==> src/rtl/switch_input_buffer_pkg.sv <==
// Shared chiplet types used by the switch datapath.
// DEPTH and other per-instance sizing stay local to each block.
package switch_input_buffer_pkg;

    localparam int unsigned FlitWidth = 32;

    typedef logic [FlitWidth-1:0] flit_t;

endpackage

==> src/rtl/switch_fifo.sv <==
// Circular flit store with wrapping read/write pointers and an occupancy count.
// A push at full is accepted only when a pop frees the head slot in the same cycle.
module switch_fifo
    import switch_input_buffer_pkg::*;
#(
    parameter int unsigned DEPTH = 8
) (
    input  logic                   CLK,
    input  logic                   nRST,
    input  logic                   push,
    input  logic                   pop,
    input  flit_t                  wdata,
    output flit_t                  rdata,
    output logic [$clog2(DEPTH):0] count,
    output logic                   full,
    output logic                   empty
);

    localparam int unsigned PtrW = $clog2(DEPTH);

    logic [PtrW-1:0] wr_ptr_q, wr_ptr_d;
    logic [PtrW-1:0] rd_ptr_q, rd_ptr_d;
    logic [PtrW:0]   count_q, count_d;
    logic            do_push, do_pop;
    flit_t           mem_q [DEPTH];

    function automatic logic [PtrW-1:0] ptr_inc(input logic [PtrW-1:0] ptr);
        return (ptr == PtrW'(DEPTH - 1)) ? '0 : ptr + PtrW'(1);
    endfunction

    assign empty = (count_q == '0);
    assign full  = (count_q == (PtrW + 1)'(DEPTH));
    assign count = count_q;
    assign rdata = mem_q[rd_ptr_q];

    always_comb begin
        do_pop   = pop & ~empty;
        do_push  = push & (~full | do_pop);
        wr_ptr_d = do_push ? ptr_inc(wr_ptr_q) : wr_ptr_q;
        rd_ptr_d = do_pop ? ptr_inc(rd_ptr_q) : rd_ptr_q;
        count_d  = count_q;
        unique case ({do_push, do_pop})
            2'b10:   count_d = count_q + (PtrW + 1)'(1);
            2'b01:   count_d = count_q - (PtrW + 1)'(1);
            default: count_d = count_q;
        endcase
    end

    always_ff @(posedge CLK or negedge nRST) begin
        if (!nRST) begin
            wr_ptr_q <= '0;
            rd_ptr_q <= '0;
            count_q  <= '0;
        end else begin
            wr_ptr_q <= wr_ptr_d;
            rd_ptr_q <= rd_ptr_d;
            count_q  <= count_d;
        end
    end

    // Storage is deliberately left unreset; empty slots are never observed.
    always_ff @(posedge CLK) begin
        if (do_push) begin
            mem_q[wr_ptr_q] <= wdata;
        end
    end

endmodule

==> src/rtl/switch_input_buffer.sv <==
// Per-input switch buffer: queues upstream flits, bids for the arbiter while
// non-empty, returns one credit per pop and flags flits dropped at full.
module switch_input_buffer
    import switch_input_buffer_pkg::*;
#(
    parameter int unsigned DEPTH = 8
) (
    input  logic                   CLK,
    input  logic                   nRST,
    input  logic                   in_valid,
    input  flit_t                  in_flit,
    input  logic                   grant,
    output logic                   bid,
    output flit_t                  rdata,
    output logic                   credit_ret,
    output logic [$clog2(DEPTH):0] count,
    output logic                   overflow
);

    if (DEPTH < 2 || (DEPTH & (DEPTH - 1)) != 0) begin : gen_bad_depth
        $error("switch_input_buffer: DEPTH must be a power of two >= 2");
    end

    logic full, empty, pop;
    logic credit_ret_q, credit_ret_d;
    logic overflow_q, overflow_d;

    switch_fifo #(
        .DEPTH (DEPTH)
    ) u_fifo (
        .CLK   (CLK),
        .nRST  (nRST),
        .push  (in_valid),
        .pop   (pop),
        .wdata (in_flit),
        .rdata (rdata),
        .count (count),
        .full  (full),
        .empty (empty)
    );

    always_comb begin
        pop          = grant & ~empty;
        credit_ret_d = pop;
        // A push at full survives only if the head leaves in the same cycle.
        overflow_d   = overflow_q | (in_valid & full & ~pop);
    end

    always_ff @(posedge CLK or negedge nRST) begin
        if (!nRST) begin
            credit_ret_q <= 1'b0;
            overflow_q   <= 1'b0;
        end else begin
            credit_ret_q <= credit_ret_d;
            overflow_q   <= overflow_d;
        end
    end

    assign bid        = ~empty;
    assign credit_ret = credit_ret_q;
    assign overflow   = overflow_q;

endmodule

==> config.mk <==
export PLATFORM = sky130hd
export DESIGN_NAME = switch_input_buffer
export DESIGN_NICKNAME = d
export VERILOG_FILES = /design/src/rtl/switch_input_buffer_pkg.sv /design/src/rtl/switch_fifo.sv /design/src/rtl/switch_input_buffer.sv
export SDC_FILE = /design/constraint.sdc
export NUM_CORES = 1
export LEC_CHECK = 0
export CAP_MARGIN = 10
export CORE_MARGIN = 1.5
export CORE_UTILIZATION = 30
export DETAILED_ROUTE_END_ITERATION = 10
export GPL_TIMING_DRIVEN = 1
export HOLD_SLACK_MARGIN = 0.1
export PLACE_DENSITY = 0.5
export SYNTH_ARGS = -nofsm -noshare
export SYNTH_HDL_FRONTEND = slang
export SYNTH_SLANG_ARGS = --single-unit
==> constraint.sdc <==
create_clock -name CLK -period 10.36 [get_ports CLK]
set_clock_uncertainty 0.2 [all_clocks]
set_input_delay 1.554 -clock CLK [delete_from_list [all_inputs] [get_ports CLK]]
set_output_delay 1.554 -clock CLK [all_outputs]
set_load 0.1 [all_outputs]
==> impl_metrics.json, run 1 <==
{
  "outcome": "complete, no violations",
  "fmax_mhz": 173,
  "io_buffers": 74,
  "hold_viol_final": 0,
  "post_cts_resized": 0,
  "arrival_ps": 4030,
  "whs_path_depth": 1,
  "max_stage_delay_ps": 970,
  "initial_core_util_pct": 30.7,
  "crit_path_start_kind": "flop",
  "htreeDepth": 1,
  "period_share_pct": 55.8,
  "cts_buffer_depth": 3,
  "synth_nets": 497,
  "setup.worst_path.class": "flop to output port",
  "synth_warnings": 0,
  "setup_slack_ps": 4580,
  "grt_max_degree": 67,
  "dr.first_iter.drc_count": 284,
  "cp.required_ps": 8610,
  "critPathCaptureType": "output port",
  "route.antenna.remaining_nets": 0,
  "diodes": 0,
  "grt.overflow.total": 0,
  "post_cts_buffers": 0,
  "dr.pass1.iters": 6,
  "whs_ps": 282,
  "drv_slew": 0,
  "area_growth_syn_to_layout_pct": 22.3,
  "synth_seq_cells": 268,
  "drive_gt1_share_pct": 29.5,
  "cts_tree": "built",
  "gr-usage-all-layers_pct": 12.4,
  "tns_ps": 0,
  "rsz0062_at_grt": "false",
  "syn_area_um2": 10400,
  "dpl.hpwl_mm": 11.7,
  "fp.dieH_um": 189,
  "path_clk_slew_ps": 60,
  "grt_pass1_wl_mm": 33.1,
  "crit_chain": "buf_4, mux4_2, mux2_2, clkdlybuf4s50_1",
  "clock_latency_ps": 550,
  "post-place-ws_ps": 5060,
  "path_buf_inv": 2,
  "wl_met1_mm": 9.84,
  "cp_slowest_cell": "clkdlybuf4s50_1",
  "syn_area_per_cell_um2": 22.8,
  "worst_r2r_path_depth": 4,
  "cts_root_buf": "clkbuf_16",
  "gp_congestion": 0.681,
  "clock-sinks": 268,
  "dieArea_um2": 35700,
  "route.detailed.drc": 0,
  "top_layer": "met4",
  "viasPerCell": 4.69,
  "met3_length_um": 875,
  "setup_viol": 0,
  "avgRoutedWirePerCell_um": 21.1,
  "hold_buffers": 0,
  "core.rowCount": 67,
  "io_pins": 75,
  "worstMarginPinSlew_ps": 1060,
  "drt_wl_total_mm": 21.6,
  "cp_num_cells": 4,
  "critPathTopFamily": "buffers and inverters",
  "die_w_um": 189,
  "met2WireLength_mm": 10.5,
  "maxCapViolCount": 0,
  "synth_cell_types": 35,
  "grt_pass1_vias": 5313,
  "cts_buffers": 30,
  "netlist_instances": 456,
  "crit_fanout": 51,
  "slew-limit-headroom_pct": 29.4,
  "core_area_um2": 33800,
  "antenna_found_initial": 0,
  "dr_total_vias": 4787,
  "layout.nets": 591,
  "hold_path_class": "flop to flop",
  "nFillCells": 3047,
  "min_period_ps": 5780,
  "seq_area_frac_synth_pct": 77.0
}
sequential cells by signal, summed over array words and instances (netlist names):
name,count
u_fifo.rd_ptr_q,3
overflow,1
u_fifo.count,4
u_fifo.mem_q,256
credit_ret,1
u_fifo.wr_ptr_q,3
area by class of cell:
type,instances,area (um^2),share of cell area [%]
Sequential cell,268,8000,63.0
Multi-Input combinational cell,161,2290,18.0
Timing Repair Buffer,86,831,6.54
Clock buffer,33,762,6.00
Tap cell,448,561,4.41
Clock inverter,22,246,1.94
Inverter,3,11.3,0.0887
kinds of logic (layout without fill, tap and decap cells):
kind of cell               Yosys count  after routing  synth area share (%)
buffers and inverters               27            144                  1.51
and+or+nand+nor                     36             36                  1.68
muxes                               99             99                  17.7
AOI/OAI and AO/OA                   18             18                  1.35
adders and majority gates            5              5                 0.603
DFF                                268            268                  77.0
xor gates and xnor gates             3              3                 0.253
cell usage in the layout, fill, tap and decap left out, types with 3 or more instances in the layout:
cell type / netlist / layout
buf_4: 0 / 12
bufinv_16: 0 / 5
mux4_2: 64 / 64
clkinv_2: 0 / 8
nand2b_1: 5 / 5
clkinv_1: 0 / 6
nor2_4: 0 / 6
clkbuf_16: 0 / 30
dfrtp_1: 12 / 9
clkbuf_1: 7 / 3
inv_1: 3 / 3
clkdlybuf4s50_1: 0 / 74
nor3_2: 1 / 3
ha_1: 5 / 5
a21oi_1: 3 / 3
nor3_1: 6 / 4
o21ai_0: 4 / 4
edfxtp_1: 256 / 256
nand2_1: 11 / 11
mux2_2: 32 / 32
final timing paths:
| check | slack (ps) | start | endpoint |
|---|---|---|---|
| max in group asynchronous | 8340 | nRST | u_fifo.rd_ptr_q[1] |
| hold reg to reg | 280 | overflow | overflow |
| setup / recovery | 4580 | u_fifo.rd_ptr_q[0] | rdata[23] |
| min in group asynchronous | 1180 | nRST | u_fifo.count[1] |
| setup reg to reg | 7460 | u_fifo.count[1] | u_fifo.mem_q[7][28] |
| hold / removal | 280 | overflow | overflow |
worst register-to-register path: stages, from the launching register on:
cell and delay (ps):
dfrtp_1 510, or3_1 500, o211ai_1 730, nor2_4 270
buf_4 380
layer usage:
layer	GRT usage, %	vias up
met5	0	-
met4	2.90	0
met3	2.30	28
met2	20.5	100
met1	16.9	2561
li1	-	2098
Yosys cell counts (all sizes together):
cell type	count	area share, %
mux2i	2	0.19
mux2	33	3.6
mux4	64	14
a21o	1	0.072
a2bb2oi	1	0.084
o21a	1	0.072
xor2	2	0.17
edfxtp	256	74
o311ai	1	0.084
a21oi	3	0.14
nor4	1	0.060
nor3	7	0.39
o32ai	1	0.084
nand4	1	0.060
dfrtp	12	2.9
inv	3	0.11
nand2b	5	0.30
clkbuf	7	0.25
or3	2	0.12
o21ai	6	0.33
xnor2	1	0.084
buf	17	1.1
nor2	8	0.29
o21bai	1	0.072
o211ai	2	0.14
ha	5	0.60
nand2	11	0.40
or2	1	0.060
o41ai	1	0.27
metrics by stage:
stage / util, % / area (um^2) / std cells
3_5_place_dp: 34.6 / 11700 / 966
5_1_grt: 37.6 / 12700 / 1021
2_1_floorplan: - / 10400 / 456
6_report: 37.6 / 12700 / 1021
3_3_place_gp: 34.6 / 11700 / 966
4_1_cts: 37.6 / 12700 / 1021
Power of run 1 is not shown: default switching activity piles up to over one toggle a cycle in this logic, so the estimate is an artifact.
==> run 2, diff against run 1 <==
==> constraint.sdc (replaced) <==
create_clock -name CLK -period 5.49 [get_ports CLK]
set_clock_uncertainty 0.2 [all_clocks]
set_input_delay 0.8235 -clock CLK [delete_from_list [all_inputs] [get_ports CLK]]
set_output_delay 0.8235 -clock CLK [all_outputs]
set_load 0.1 [all_outputs]
==> run 2 against run 1 <==
Effect of this change:
- global-route usage rose by 0.16 points
- die area is the same
- largest cell class unchanged
- critical endpoint is now rdata[10]
- sequential share of layout area down 0.25 points
- register-to-register slack got worse by 4800 ps
- highest routed layer unchanged
- critical path type unchanged
- non-clock buffer count up 2
- cell area increased by 0.39%
- first-iteration DRC count rose by 13%
- hold slack worse by 6.9 ps
- utilization up 0.15 points
==> impl_metrics.json, run 2 (same netlist as run 1, synthesis figures left out) <==
{
  "outcome": "complete, no violations",
  "grt_max_degree": 67,
  "hold_buffers": 0,
  "viasPerCell": 4.66,
  "min-delay-start": "overflow",
  "cts_root_buf": "clkbuf_16",
  "post_cts_resized": 0,
  "critPathCaptureType": "output port",
  "htreeDepth": 1,
  "nFillCells": 3047,
  "dr_total_vias": 4759,
  "layout.nets": 593,
  "dieArea_um2": 35700,
  "cp.required_ps": 4470,
  "cts_tree": "built",
  "layout_common_cells": "edfxtp_1, clkdlybuf4s50_1, mux4_2, mux2_2, clkbuf_16",
  "cts_buffer_depth": 3,
  "rsz0062_at_grt": "false",
  "crit_fanout": 34,
  "setup.worst_path.class": "flop to output port",
  "grt.overflow.total": 0,
  "gp_congestion": 0.664,
  "drive_gt1_share_pct": 29.4,
  "area_growth_syn_to_layout_pct": 22.8,
  "fp.dieH_um": 189,
  "drt_wl_total_mm": 21.9,
  "avgRoutedWirePerCell_um": 21.5,
  "fmax_mhz": 215,
  "route.antenna.remaining_nets": 0,
  "gr-usage-all-layers_pct": 12.5,
  "route.detailed.drc": 0,
  "hold_viol_final": 0,
  "dpl.hpwl_mm": 12.2,
  "hold_path_class": "flop to flop",
  "drv_slew": 0,
  "rr_startpoint": "u_fifo.count[1]",
  "dr.pass1.iters": 4,
  "maxCapViolCount": 0,
  "clock_latency_ps": 540,
  "path_clk_slew_ps": 60,
  "largest_reg_flops": 256,
  "regMostFlops": "u_fifo.mem_q",
  "arrival_ps": 3640,
  "worstMarginPinSlew_ps": 1040,
  "period_share_pct": 84.9,
  "clock-sinks": 268,
  "min_period_ps": 4660,
  "cp-startpoint": "u_fifo.rd_ptr_q[0]",
  "antenna_found_initial": 0,
  "grt_pass1_vias": 5321,
  "io_pins": 75,
  "tns_ps": 0,
  "initial_core_util_pct": 30.7,
  "final_common_cell": "edfxtp_1",
  "slew-limit-headroom_pct": 30.6,
  "setup_viol": 0,
  "crit_path_start_kind": "flop",
  "cts_buffers": 30,
  "diodes": 0,
  "core.rowCount": 67,
  "die_w_um": 189,
  "grt_pass1_wl_mm": 33.2,
  "post_cts_buffers": 0,
  "core_area_um2": 33800,
  "io_buffers": 74,
  "dr.first_iter.drc_count": 320
}
## run 2: cell types whose count changed in the layout (fill, tap and decap cells not counted), sizes merged
cell / delta
clkinv: -5
clkbuf: +3
buf: +2
inv: +1
## run 2: critical path, stage by stage (launching register included)
cell,delay [ps]
dfrtp_4,910
buf_12,330
mux4_2,520
mux2_2,310
clkdlybuf4s50_1,980
## run 2: area by class of cell
cell class / count / area [um^2] / area share (%)
flip-flops and latches: 268 / 8000 / 62.7
repair buffers: 88 / 871 / 6.83
clock inverters: 18 / 245 / 1.92
inverters: 3 / 11.3 / 0.0883
well taps: 448 / 561 / 4.40
multi-input cells: 161 / 2290 / 18.0
clock buffers: 36 / 773 / 6.07
## run 2: path summary, 6_finish.rpt
kind / endpoint / cells past startpoint / slack (ps)
worst max-delay path: rdata[10] / 4 / 830
worst min-delay path: overflow / 1 / 280
worst max register to register: u_fifo.mem_q[5][20] / 4 / 2650
worst min register to register: overflow / 1 / 280
max in group asynchronous: u_fifo.rd_ptr_q[0] / 1 / 4190
min in group asynchronous: overflow / 1 / 450
## run 2: metrics by stage
step                cell area, um^2  utilization [%]  cells  setup WS (ps)  hold slack [ps]
floorplan                     10400                -    456            769              296
global placement              11700             34.7    968           1320              268
detailed placement            11700             34.7    968           1320              262
CTS                           12700             37.7   1022            716              286
global route                  12700             37.7   1022            617              324
finish                        12700             37.7   1022            828              276
## run 2: layer usage
layer  global-route usage, %  part of all wire, %  vias to the layer above
met2                    21.6                   50                      101
met1                    16.6                   44                     2533
met3                    2.22                  3.6                       28
li1                        -                    -                     2097
met4                    2.63                  1.8                        0
met5                       0                    0                        -
Power of run 2 is left out for the same reason.
